[config.mk]
export PLATFORM = sky130hd
export DESIGN_NAME = decodificador_pwm
export DESIGN_NICKNAME = d
export VERILOG_FILES = /design/src/rtl/decodificador_pwm.sv
export SDC_FILE = /design/constraint.sdc
export NUM_CORES = 1
export LEC_CHECK = 0
export CAP_MARGIN = 30
export CORE_MARGIN = 8
export CORE_UTILIZATION = 35
export CTS_BUF_LIST = sky130_fd_sc_hd__clkbuf_8
export DETAILED_ROUTE_END_ITERATION = 8
export PLACE_DENSITY_LB_ADDON = 0.05
export SYNTH_ARGS = -nofsm -noshare
export SYNTH_HDL_FRONTEND = slang
export SYNTH_SLANG_ARGS = --single-unit
[constraint.sdc]
create_clock -name clock -period 3.7 [get_ports clock]
set_input_delay 0.74 -clock clock [delete_from_list [all_inputs] [get_ports clock]]
set_output_delay 0.74 -clock clock [all_outputs]
set_load 0.02 [all_outputs]
[src/rtl/decodificador_pwm.sv]
// -----------------------------------------------------------------------------
// decodificador_pwm
//
// Receiving end of the servo PWM link. Measures the high time and the period
// of an incoming PWM signal and decodes the high width back into the 2-bit
// position code. Each closed period (rise to rise) is evaluated once, on the
// rising edge that closes it.
//
// Parameters (all in clock cycles):
//   conf_periodo   nominal PWM period
//   largura_011    nominal high width for code 11
//   largura_010    nominal high width for code 10
//   largura_001    nominal high width for code 01
//   largura_000    nominal high width for code 00
//   tolerancia     max |width - nominal| accepted
//   tol_periodo    max |period - conf_periodo| accepted
//   timeout_ciclos cycles without a rising edge before loss-of-signal (< 2^32)
//
// Ports:
//   clock      in   system clock, all logic on the rising edge
//   reset_n    in   synchronous active-low reset
//   enable     in   1 = measure, 0 = hold the FSM in INICIAL
//   pwm_in     in   asynchronous PWM input
//   pos        out  last valid decoded position code
//   valido     out  1 while the last completed period decoded correctly
//   novo       out  1-cycle strobe per successful decode
//   erro       out  1-cycle strobe per completed period that fails a check
//   sem_sinal  out  loss-of-signal flag
//   largura    out  last measured high width
//   db_estado  out  FSM state (INICIAL=00, ALTO=01, BAIXO=10)
//
// Optional feature, macro FILTRO_CONFIRMA_EN: when defined, pos is written
// only when two consecutive successful decodes yield the same code; the first
// success after reset, timeout, erro or enable only arms the filter. valido and
// novo follow the same gating. When undefined, every success updates pos.
// -----------------------------------------------------------------------------
module decodificador_pwm #(
    parameter int unsigned conf_periodo   = 1_000_000,
    parameter int unsigned largura_011    = 56_250,
    parameter int unsigned largura_010    = 68_750,
    parameter int unsigned largura_001    = 81_250,
    parameter int unsigned largura_000    = 93_750,
    parameter int unsigned tolerancia     = 3_125,
    parameter int unsigned tol_periodo    = 20_000,
    parameter int unsigned timeout_ciclos = 2_000_000
) (
    input  logic        clock,
    input  logic        reset_n,
    input  logic        enable,
    input  logic        pwm_in,
    output logic [1:0]  pos,
    output logic        valido,
    output logic        novo,
    output logic        erro,
    output logic        sem_sinal,
    output logic [31:0] largura,
    output logic [1:0]  db_estado
);

    localparam logic [31:0] PERIODO_NOM = 32'(conf_periodo);
    localparam logic [31:0] TOL_LARG    = 32'(tolerancia);
    localparam logic [31:0] TOL_PER     = 32'(tol_periodo);
    localparam logic [31:0] TIMEOUT     = 32'(timeout_ciclos);
    // Counter value at which the next non-rise cycle declares loss of signal.
    localparam logic [31:0] TIMEOUT_LIM = TIMEOUT - 32'd1;

    // Nominal widths indexed by the code they decode to.
    localparam logic [31:0] NOMINAL [4] = '{
        32'(largura_000),
        32'(largura_001),
        32'(largura_010),
        32'(largura_011)
    };

    typedef enum logic [1:0] {
        INICIAL = 2'b00,
        ALTO    = 2'b01,
        BAIXO   = 2'b10
    } estado_t;

    // -------------------------------------------------------------------------
    // Helpers
    // -------------------------------------------------------------------------
    // Unsigned distance as max - min, never wraps.
    function automatic logic [31:0] dif_abs(input logic [31:0] a, input logic [31:0] b);
        return (a >= b) ? (a - b) : (b - a);
    endfunction

    // Saturating increment keeps long stuck inputs from wrapping to small values.
    function automatic logic [31:0] inc_sat(input logic [31:0] x);
        return (x == 32'hFFFF_FFFF) ? x : (x + 32'd1);
    endfunction

    // -------------------------------------------------------------------------
    // Input synchronizer and edge detection
    // -------------------------------------------------------------------------
    logic [1:0] sinc_reg;
    logic       pwm_d_reg;
    logic       pwm_s;
    logic       sobe;
    logic       desce;

    // The synchronizer keeps running while disabled so that re-enabling in the
    // middle of a high pulse does not fabricate a rising edge.
    always_ff @(posedge clock) begin
        if (!reset_n) begin
            sinc_reg  <= 2'b00;
            pwm_d_reg <= 1'b0;
        end else begin
            sinc_reg  <= {sinc_reg[0], pwm_in};
            pwm_d_reg <= sinc_reg[1];
        end
    end

    assign pwm_s = sinc_reg[1];
    assign sobe  = pwm_s & ~pwm_d_reg;
    assign desce = ~pwm_s & pwm_d_reg;

    // -------------------------------------------------------------------------
    // Period, high-time and timeout counters
    // -------------------------------------------------------------------------
    logic [31:0] cont_per_reg;
    logic [31:0] cont_alto_reg;
    logic [31:0] cont_to_reg;
    logic        tempo_esgotado;

    always_ff @(posedge clock) begin
        if (!reset_n || !enable) begin
            cont_per_reg  <= '0;
            cont_alto_reg <= '0;
            cont_to_reg   <= '0;
        end else begin
            // Loading 1 on the rise makes an N-cycle pulse read N and a rise
            // spacing of P read P at the closing rise.
            cont_per_reg <= sobe ? 32'd1 : inc_sat(cont_per_reg);

            if (sobe) begin
                cont_alto_reg <= 32'd1;
            end else if (pwm_s) begin
                cont_alto_reg <= inc_sat(cont_alto_reg);
            end

            if (sobe) begin
                cont_to_reg <= '0;
            end else if (cont_to_reg < TIMEOUT) begin
                cont_to_reg <= cont_to_reg + 32'd1;
            end
        end
    end

    // A rise in the same cycle always wins over the timeout.
    assign tempo_esgotado = enable && !sobe && (cont_to_reg >= TIMEOUT_LIM);

    // -------------------------------------------------------------------------
    // Decode of the latched width and period check
    // -------------------------------------------------------------------------
    logic [31:0] largura_reg;
    logic [3:0]  casa;
    logic [1:0]  codigo;
    logic        unico;
    logic        periodo_ok;
    logic        sucesso;

    genvar gi;
    generate
        for (gi = 0; gi < 4; gi++) begin : g_casa
            assign casa[gi] = (dif_abs(largura_reg, NOMINAL[gi]) <= TOL_LARG);
        end
    endgenerate

    always_comb begin
        codigo = 2'b00;
        for (int i = 0; i < 4; i++) begin
            if (casa[i]) begin
                codigo = 2'(i);
            end
        end
    end

    // Overlapping tolerance windows must not produce an arbitrary code, so the
    // width has to fall inside exactly one window.
    assign unico      = (casa != 4'b0000) && ((casa & (casa - 4'd1)) == 4'b0000);
    // cont_per_reg still holds the closed period during the closing rise.
    assign periodo_ok = (dif_abs(cont_per_reg, PERIODO_NOM) <= TOL_PER);
    assign sucesso    = unico && periodo_ok;

    // -------------------------------------------------------------------------
    // FSM
    // -------------------------------------------------------------------------
    estado_t estado_reg;
    estado_t estado_next;
    logic    captura;
    logic    avalia;

    always_ff @(posedge clock) begin
        if (!reset_n) begin
            estado_reg <= INICIAL;
        end else begin
            estado_reg <= estado_next;
        end
    end

    always_comb begin
        estado_next = estado_reg;
        captura     = 1'b0;
        avalia      = 1'b0;
        if (!enable) begin
            estado_next = INICIAL;
        end else begin
            case (estado_reg)
                INICIAL: begin
                    // No prior period exists, so a falling edge here is ignored.
                    if (sobe) begin
                        estado_next = ALTO;
                    end
                end
                ALTO: begin
                    if (desce) begin
                        captura     = 1'b1;
                        estado_next = BAIXO;
                    end
                end
                BAIXO: begin
                    if (sobe) begin
                        avalia      = 1'b1;
                        estado_next = ALTO;
                    end
                end
                default: begin
                    estado_next = INICIAL;
                end
            endcase
            if (tempo_esgotado) begin
                estado_next = INICIAL;
            end
        end
    end

    // -------------------------------------------------------------------------
    // Registered results
    // -------------------------------------------------------------------------
    logic [1:0] pos_reg;
    logic       valido_reg;
    logic       novo_reg;
    logic       erro_reg;
    logic       sem_sinal_reg;
`ifdef FILTRO_CONFIRMA_EN
    logic       armado_reg;
    logic [1:0] codigo_armado_reg;
`endif

    always_ff @(posedge clock) begin
        if (!reset_n) begin
            pos_reg       <= 2'b00;
            valido_reg    <= 1'b0;
            novo_reg      <= 1'b0;
            erro_reg      <= 1'b0;
            sem_sinal_reg <= 1'b0;
            largura_reg   <= '0;
`ifdef FILTRO_CONFIRMA_EN
            armado_reg        <= 1'b0;
            codigo_armado_reg <= 2'b00;
`endif
        end else if (!enable) begin
            // pos and largura deliberately hold across a disable.
            valido_reg    <= 1'b0;
            novo_reg      <= 1'b0;
            erro_reg      <= 1'b0;
            sem_sinal_reg <= 1'b0;
`ifdef FILTRO_CONFIRMA_EN
            armado_reg    <= 1'b0;
`endif
        end else begin
            novo_reg <= 1'b0;
            erro_reg <= 1'b0;

            if (captura) begin
                largura_reg <= cont_alto_reg;
            end

            if (sobe) begin
                sem_sinal_reg <= 1'b0;
            end else if (tempo_esgotado) begin
                sem_sinal_reg <= 1'b1;
                valido_reg    <= 1'b0;
`ifdef FILTRO_CONFIRMA_EN
                armado_reg    <= 1'b0;
`endif
            end

            if (avalia) begin
                if (sucesso) begin
`ifdef FILTRO_CONFIRMA_EN
                    if (armado_reg && (codigo_armado_reg == codigo)) begin
                        pos_reg    <= codigo;
                        valido_reg <= 1'b1;
                        novo_reg   <= 1'b1;
                    end else begin
                        valido_reg <= 1'b0;
                    end
                    armado_reg        <= 1'b1;
                    codigo_armado_reg <= codigo;
`else
                    pos_reg    <= codigo;
                    valido_reg <= 1'b1;
                    novo_reg   <= 1'b1;
`endif
                end else begin
                    erro_reg   <= 1'b1;
                    valido_reg <= 1'b0;
`ifdef FILTRO_CONFIRMA_EN
                    armado_reg <= 1'b0;
`endif
                end
            end
        end
    end

    assign pos       = pos_reg;
    assign valido    = valido_reg;
    assign novo      = novo_reg;
    assign erro      = erro_reg;
    assign sem_sinal = sem_sinal_reg;
    assign largura   = largura_reg;
    assign db_estado = estado_reg;

endmodule

; ---- After elaboration in Yosys (flattened, before gate mapping)
; Index checks and enable logic that the tools add are counted.
[op_classes]
eq_ne = 9
n_reduce_logical = 25
magnitude_cmp = 12
bitwise_logic = 8
add_sub_neg = 14
n_mux = 27
[op_table]
columns = cell, n
row1 = 32-bit 2-to-1 mux, 5
row2 = "32-bit by 12-bit <= comparator with 1-bit output, second input constant", 4
row3 = "32-bit by 1-bit adder with 32-bit output, second input constant", 3
row4 = "32-bit by 17-bit >= comparator with 1-bit output, second input constant", 3
row5 = "17-bit by 32-bit subtractor with 32-bit output, first input constant", 3
row6 = "32-bit by 17-bit subtractor with 32-bit output, second input constant", 3
row7 = "32-bit equality test, second input constant", 2
row8 = "32-bit by 16-bit >= comparator with 1-bit output, second input constant", 1
row9 = "32-bit by 20-bit >= comparator with 1-bit output, second input constant", 1
row10 = "32-bit by 21-bit >= comparator with 1-bit output, second input constant", 1
row11 = "32-bit by 15-bit <= comparator with 1-bit output, second input constant", 1
row12 = "32-bit by 21-bit < comparator with 1-bit output, second input constant", 1
row13 = "16-bit by 32-bit subtractor with 32-bit output, first input constant", 1
row14 = "20-bit by 32-bit subtractor with 32-bit output, first input constant", 1
row15 = "32-bit by 16-bit subtractor with 32-bit output, second input constant", 1
row16 = "32-bit by 20-bit subtractor with 32-bit output, second input constant", 1
row17 = 1-bit 2-to-1 mux, 17
row18 = 2-bit AND reduction, 6
row19 = 2-bit 2-to-1 mux, 4
row20 = "2-bit inequality test, second input constant", 3
row21 = 3-bit AND reduction, 2
row22 = 3-bit OR reduction, 2
row23 = 1-bit NOT, 5
row24 = 4-bit bitwise AND, 1
row25 = 14 further kinds, 23
[word_totals]
register_bits = 139
wordCells = 109

; ---- Logic depth before layout (Yosys ltp)
[logic_depth]
depth_word = 10
mapped_depth = 17

; ---- Worst setup path after synthesis
; OpenSTA, ideal clock, no wires.
[synth_timing]
path_type = register to register
start = reg largura_reg[2], in the netlist largura[2]
end = reg pos_reg[0], in the netlist pos[0]
setup_slack_ns = -0.327
path_stages_with_launch = 16
path_buffers = 2
t_required_ns = 3.634
arrival_time_ns = 3.961
synth_period_minus_slack_ns = 4.027
path_cell_list = dfxtp_1 clkbuf_1 clkbuf_1 inv_1 ha_1 nor2b_1 o31ai_1 a21oi_1 nand2b_1 and2_1 a2111oi_0 xor2_1 a2111oi_0 a31oi_1 mux2_4 a21boi_2
[synth_via]
elab_chain_len = 9
elab_cells_between_ends = 30
cone_classes = add/sub: 9 / order compare: 8 / mux: 7 / bitwise: 1 / reduce/logical: 5
[synth_rtl]
columns = item, line
row1 = from (decl), 157  ; logic [31:0] largura_reg;
row2 = from (signal assigned), 278  ; largura_reg <= cont_alto_reg;
row3 = "17-bit by 32-bit subtractor with 32-bit output, or another cell as far along", 86  ; return (a >= b) ? (a - b) : (b - a);
row4 = 32-bit 2-to-1 mux, 86
row5 = 32-bit by 12-bit <= comparator with 1-bit output, 167  ; assign casa[gi] = (dif_abs(largura_reg, NOMINAL[gi]) <= TOL_LARG);
row6 = 4-bit by 1-bit subtractor with 4-bit output, 182  ; assign unico = (casa != 4'b0000) && ((casa & (casa - 4'd1)) == 4'b0000);
row7 = 4-bit bitwise AND, 182
row8 = 4-bit logical NOT, 182
row9 = 1-bit logical AND, 182
row10 = 1-bit logical AND, 185  ; assign sucesso = unico && periodo_ok;
row11 = 3-bit AND reduction (no line), -
row12 = to (signal assigned), 304  ; pos_reg <= codigo;
row13 = to (decl), 242  ; logic [1:0] pos_reg;
; Several ways; a longest one is shown, not always the timed one.
; A chain may end at the register's enable or synchronous reset.

; ---- Final worst setup path
[layout_timing]
start = reg largura_reg[18], in the netlist largura[18]
end = reg pos_reg[0], in the netlist pos[0]
; The elaborated chain is that of the path after synthesis.

==> impl_metrics.yaml <==
detailed_routing:
  via_per_inst: 5.768
  wirelength_mm: 49.28
  wl_per_cell_microns: 20.83
  drcViolationCount: 0
  drt_first_pass_iters: 7
  drtIter0Drc: 957
  detail-route-antenna-nets: 0
  vias: 13648
clock_network:
  clock_path_buffers: 2
  clk_pin_slew_ns: 0.09
  insertion_delay_ns: 0.47
  cts_max_level: 4
  cts_root_buf: "clkbuf_8"
  cts_tree: "done"
  cts_made_buffers: 17
  cts_sinks: 139
final_layout:
  final_nets: 1917
  drive_above_1_share: 0.2198
  diodes: 0
  final_core_utilization: 0.4502
  finalInstanceArea_sq_um: 15470
  syn_to_final_growth_pct: 27.26
die:
  die_w_microns: 202.4
  core_area_sq_um: 34370
  num_io_pins: 44
  rows: 68
  fp.dieArea_sq_um: 40960
  fp.dieH_microns: 202.4
  initial_core_util: 0.3538
synthesis:
  synth_edf_count: 0
  synth_area_leaders: "dfxtp_1, nand2_1, nor2_1"
  synth.most_common_cell: "nand2_1"
  syn_inst: 1689
  ys_seq_elements: 139
  synth_top_area_cell: "dfxtp_1"
  synth_ff_type: "dfxtp_1"
  avgSynthCellArea_sq_um: 7.200
  synth_top_area_share: 0.2288
  yosysWarnings: 0
  synth_nets: 1708
  synthesis.area_sq_um: 12160
  synth-async-reset-ratio: 0
  yosysSeqAreaShare: 0.2288
  ys_types: 101
  yosys-top-cells-count: "nand2_1, nor2_1, dfxtp_1, a21oi_1, clkbuf_1"
placed_design:
  gp_congestion: 0.9451
  dpl.hpwl_mm: 38.07
  io_buffers: 43
  place_area_sq_um: 14740
timing:
  hold_viol: 0
  rsz0062_at_grt: "yes"
  maxSlewHeadroom: 0.4963
  worst_pin_slew_ns: 0.7527
  setup_violations: 0
  clock.fmax_mhz: 274.5
  setup_tns_ns: 0
  layout_min_cycle_time_ns: 3.643
  slew_violations: 0
  finalCritPeriodShare: 0.9845
  fin_skew_ns: 0.01196
worst_hold_path:
  min_path_type: "register to register"
  min_path_cells: 1
critical_path:
  path_class: "register to register"
  cp.depth: 13
  r2r_cells: 13
  slowest_stage: "or3_4"
  critPathMaxStageDelay_ns: 0.43
  startpoint_type: "register"
  path_buf_inv: 2
  end_kind: "register"
  arrival_ns: 4.06
  crit_family: "simple AND/OR/NAND/NOR gates"
  cp_common_cell: "or3_4"
  required_ns: 4.11
  cp_cell_sequence: "or3_4 > or3_4 > nand2b_4 > or3_4 > buf_4 > a211oi_2 > nor2_1 > o311a_1 > nor4_4 > buf_4 > a31oi_1 > mux2_4 > a21boi_2"
  crit_fanout: 6
global_routing:
  grt_pass1_vias: 13529
  grt_pass1_wl_mm: 77.39
  overflow: 0
  grt_util_all_layers: 0.2350
  antenna_found_initial: 0
  grt_max_degree: 47
pwr:
  max-vdd-ir-drop_uv: 336.6
  p_leak_nw: 5.815
  p_per_area_nw_per_um2: 180.8
  p_total_mw: 2.798
run:
  maxCapViolations: 0
status:
  status: "finished clean"
==> cell usage in the layout (no fill, tap or decap), types with 9 or more instances in the layout <==
cell type and instances:
nor2_1 176, dfxtp_1 131, a211oi_1 14, o21ai_0 82
ha_1 13, nor3_1 43, and3_1 30, o211ai_1 15
o21a_1 9, xnor2_1 70, nand3_1 60, a21boi_0 39
a31oi_1 25, clkbuf_8 17, mux2i_1 19, nand2_1 205
or3_1 39, or2_2 16, or4_1 9, xor2_1 63
a21oi_1 96, clkdlybuf4s50_1 43, and2_1 28, inv_1 28
o2111ai_1 11, nor4_1 21, o31ai_1 16, buf_4 267
nand4_1 40, nor2b_1 9, nand2b_1 11
==> through the flow <==
step           std cells  hold WS (ns)  setup WS (ns)
2_1_floorplan       1689        0.4119       0.004833
3_3_place_gp        2328        0.4178        -0.2864
3_5_place_dp        2328        0.4298        -0.2537
4_1_cts             2360        0.4463       0.002475
5_1_grt             2366        0.4747       -0.07830
6_report            2366        0.4455        0.05737
==> routing by layer <==
layer,GRT usage,part of all wire,vias to the layer above
met3,0.02482,0.039,102
met1,0.2811,0.42,6539
met2,0.4228,0.50,415
met4,0.09479,0.034,0
met5,0,0,-
li1,-,-,6592
==> final timing paths <==
check	start	end	slack, ns
worst max-delay path	largura[18]	pos[0]	0.06
worst min-delay path	sinc_reg[0]	sinc_reg[1]	0.45
worst max register to register	largura[18]	pos[0]	0.06
worst min register to register	sinc_reg[0]	sinc_reg[1]	0.45
==> cell type report <==
class                   count  area, sq um
fillers                  3588        18900
clock buffers              17        234.0
inverters                  30        112.6
clock inverters            15        137.6
repair buffers            323         2651
multi-input cells        1387         8977
well taps                 455        569.3
flip-flops and latches    139         2793
==> power by group <==
part | leakage [nW] | switching [mW] | internal (mW)
registers | 1.12 | 0.00577 | 1.50
clock network | 0.183 | 0.668 | 0.540
logic | 4.51 | 0.0511 | 0.0338
==> logic make-up after synthesis <==
family / Yosys count / share of synthesized area
adder cells (fa/ha/maj): 15 / 0.01543
multiplexers: 25 / 0.02130
AND/OR/NAND/NOR: 770 / 0.3277
flip-flops: 139 / 0.2288
AO/OA/AOI/OAI: 444 / 0.2520
XOR/XNOR: 133 / 0.09579
buffers and inverters: 163 / 0.05896
==> worst register-to-register path: stages (launching register included) <==
cell	delay, ns
dfxtp_2	0.33
or3_4	0.39
or3_4	0.41
nand2b_4	0.21
or3_4	0.43
buf_4	0.16
a211oi_2	0.14
nor2_1	0.07
o311a_1	0.41
nor4_4	0.43
buf_4	0.19
a31oi_1	0.04
mux2_4	0.28
a21boi_2	0.11
==> repair_timing <==
action	4_1_cts	5_1_grt
setup endpoints to repair	5	5
hold buffers	0	0
resized for setup	17	64
pin swaps	1	25
setup buffers	0	6
(Power assumes the default switching activity.)
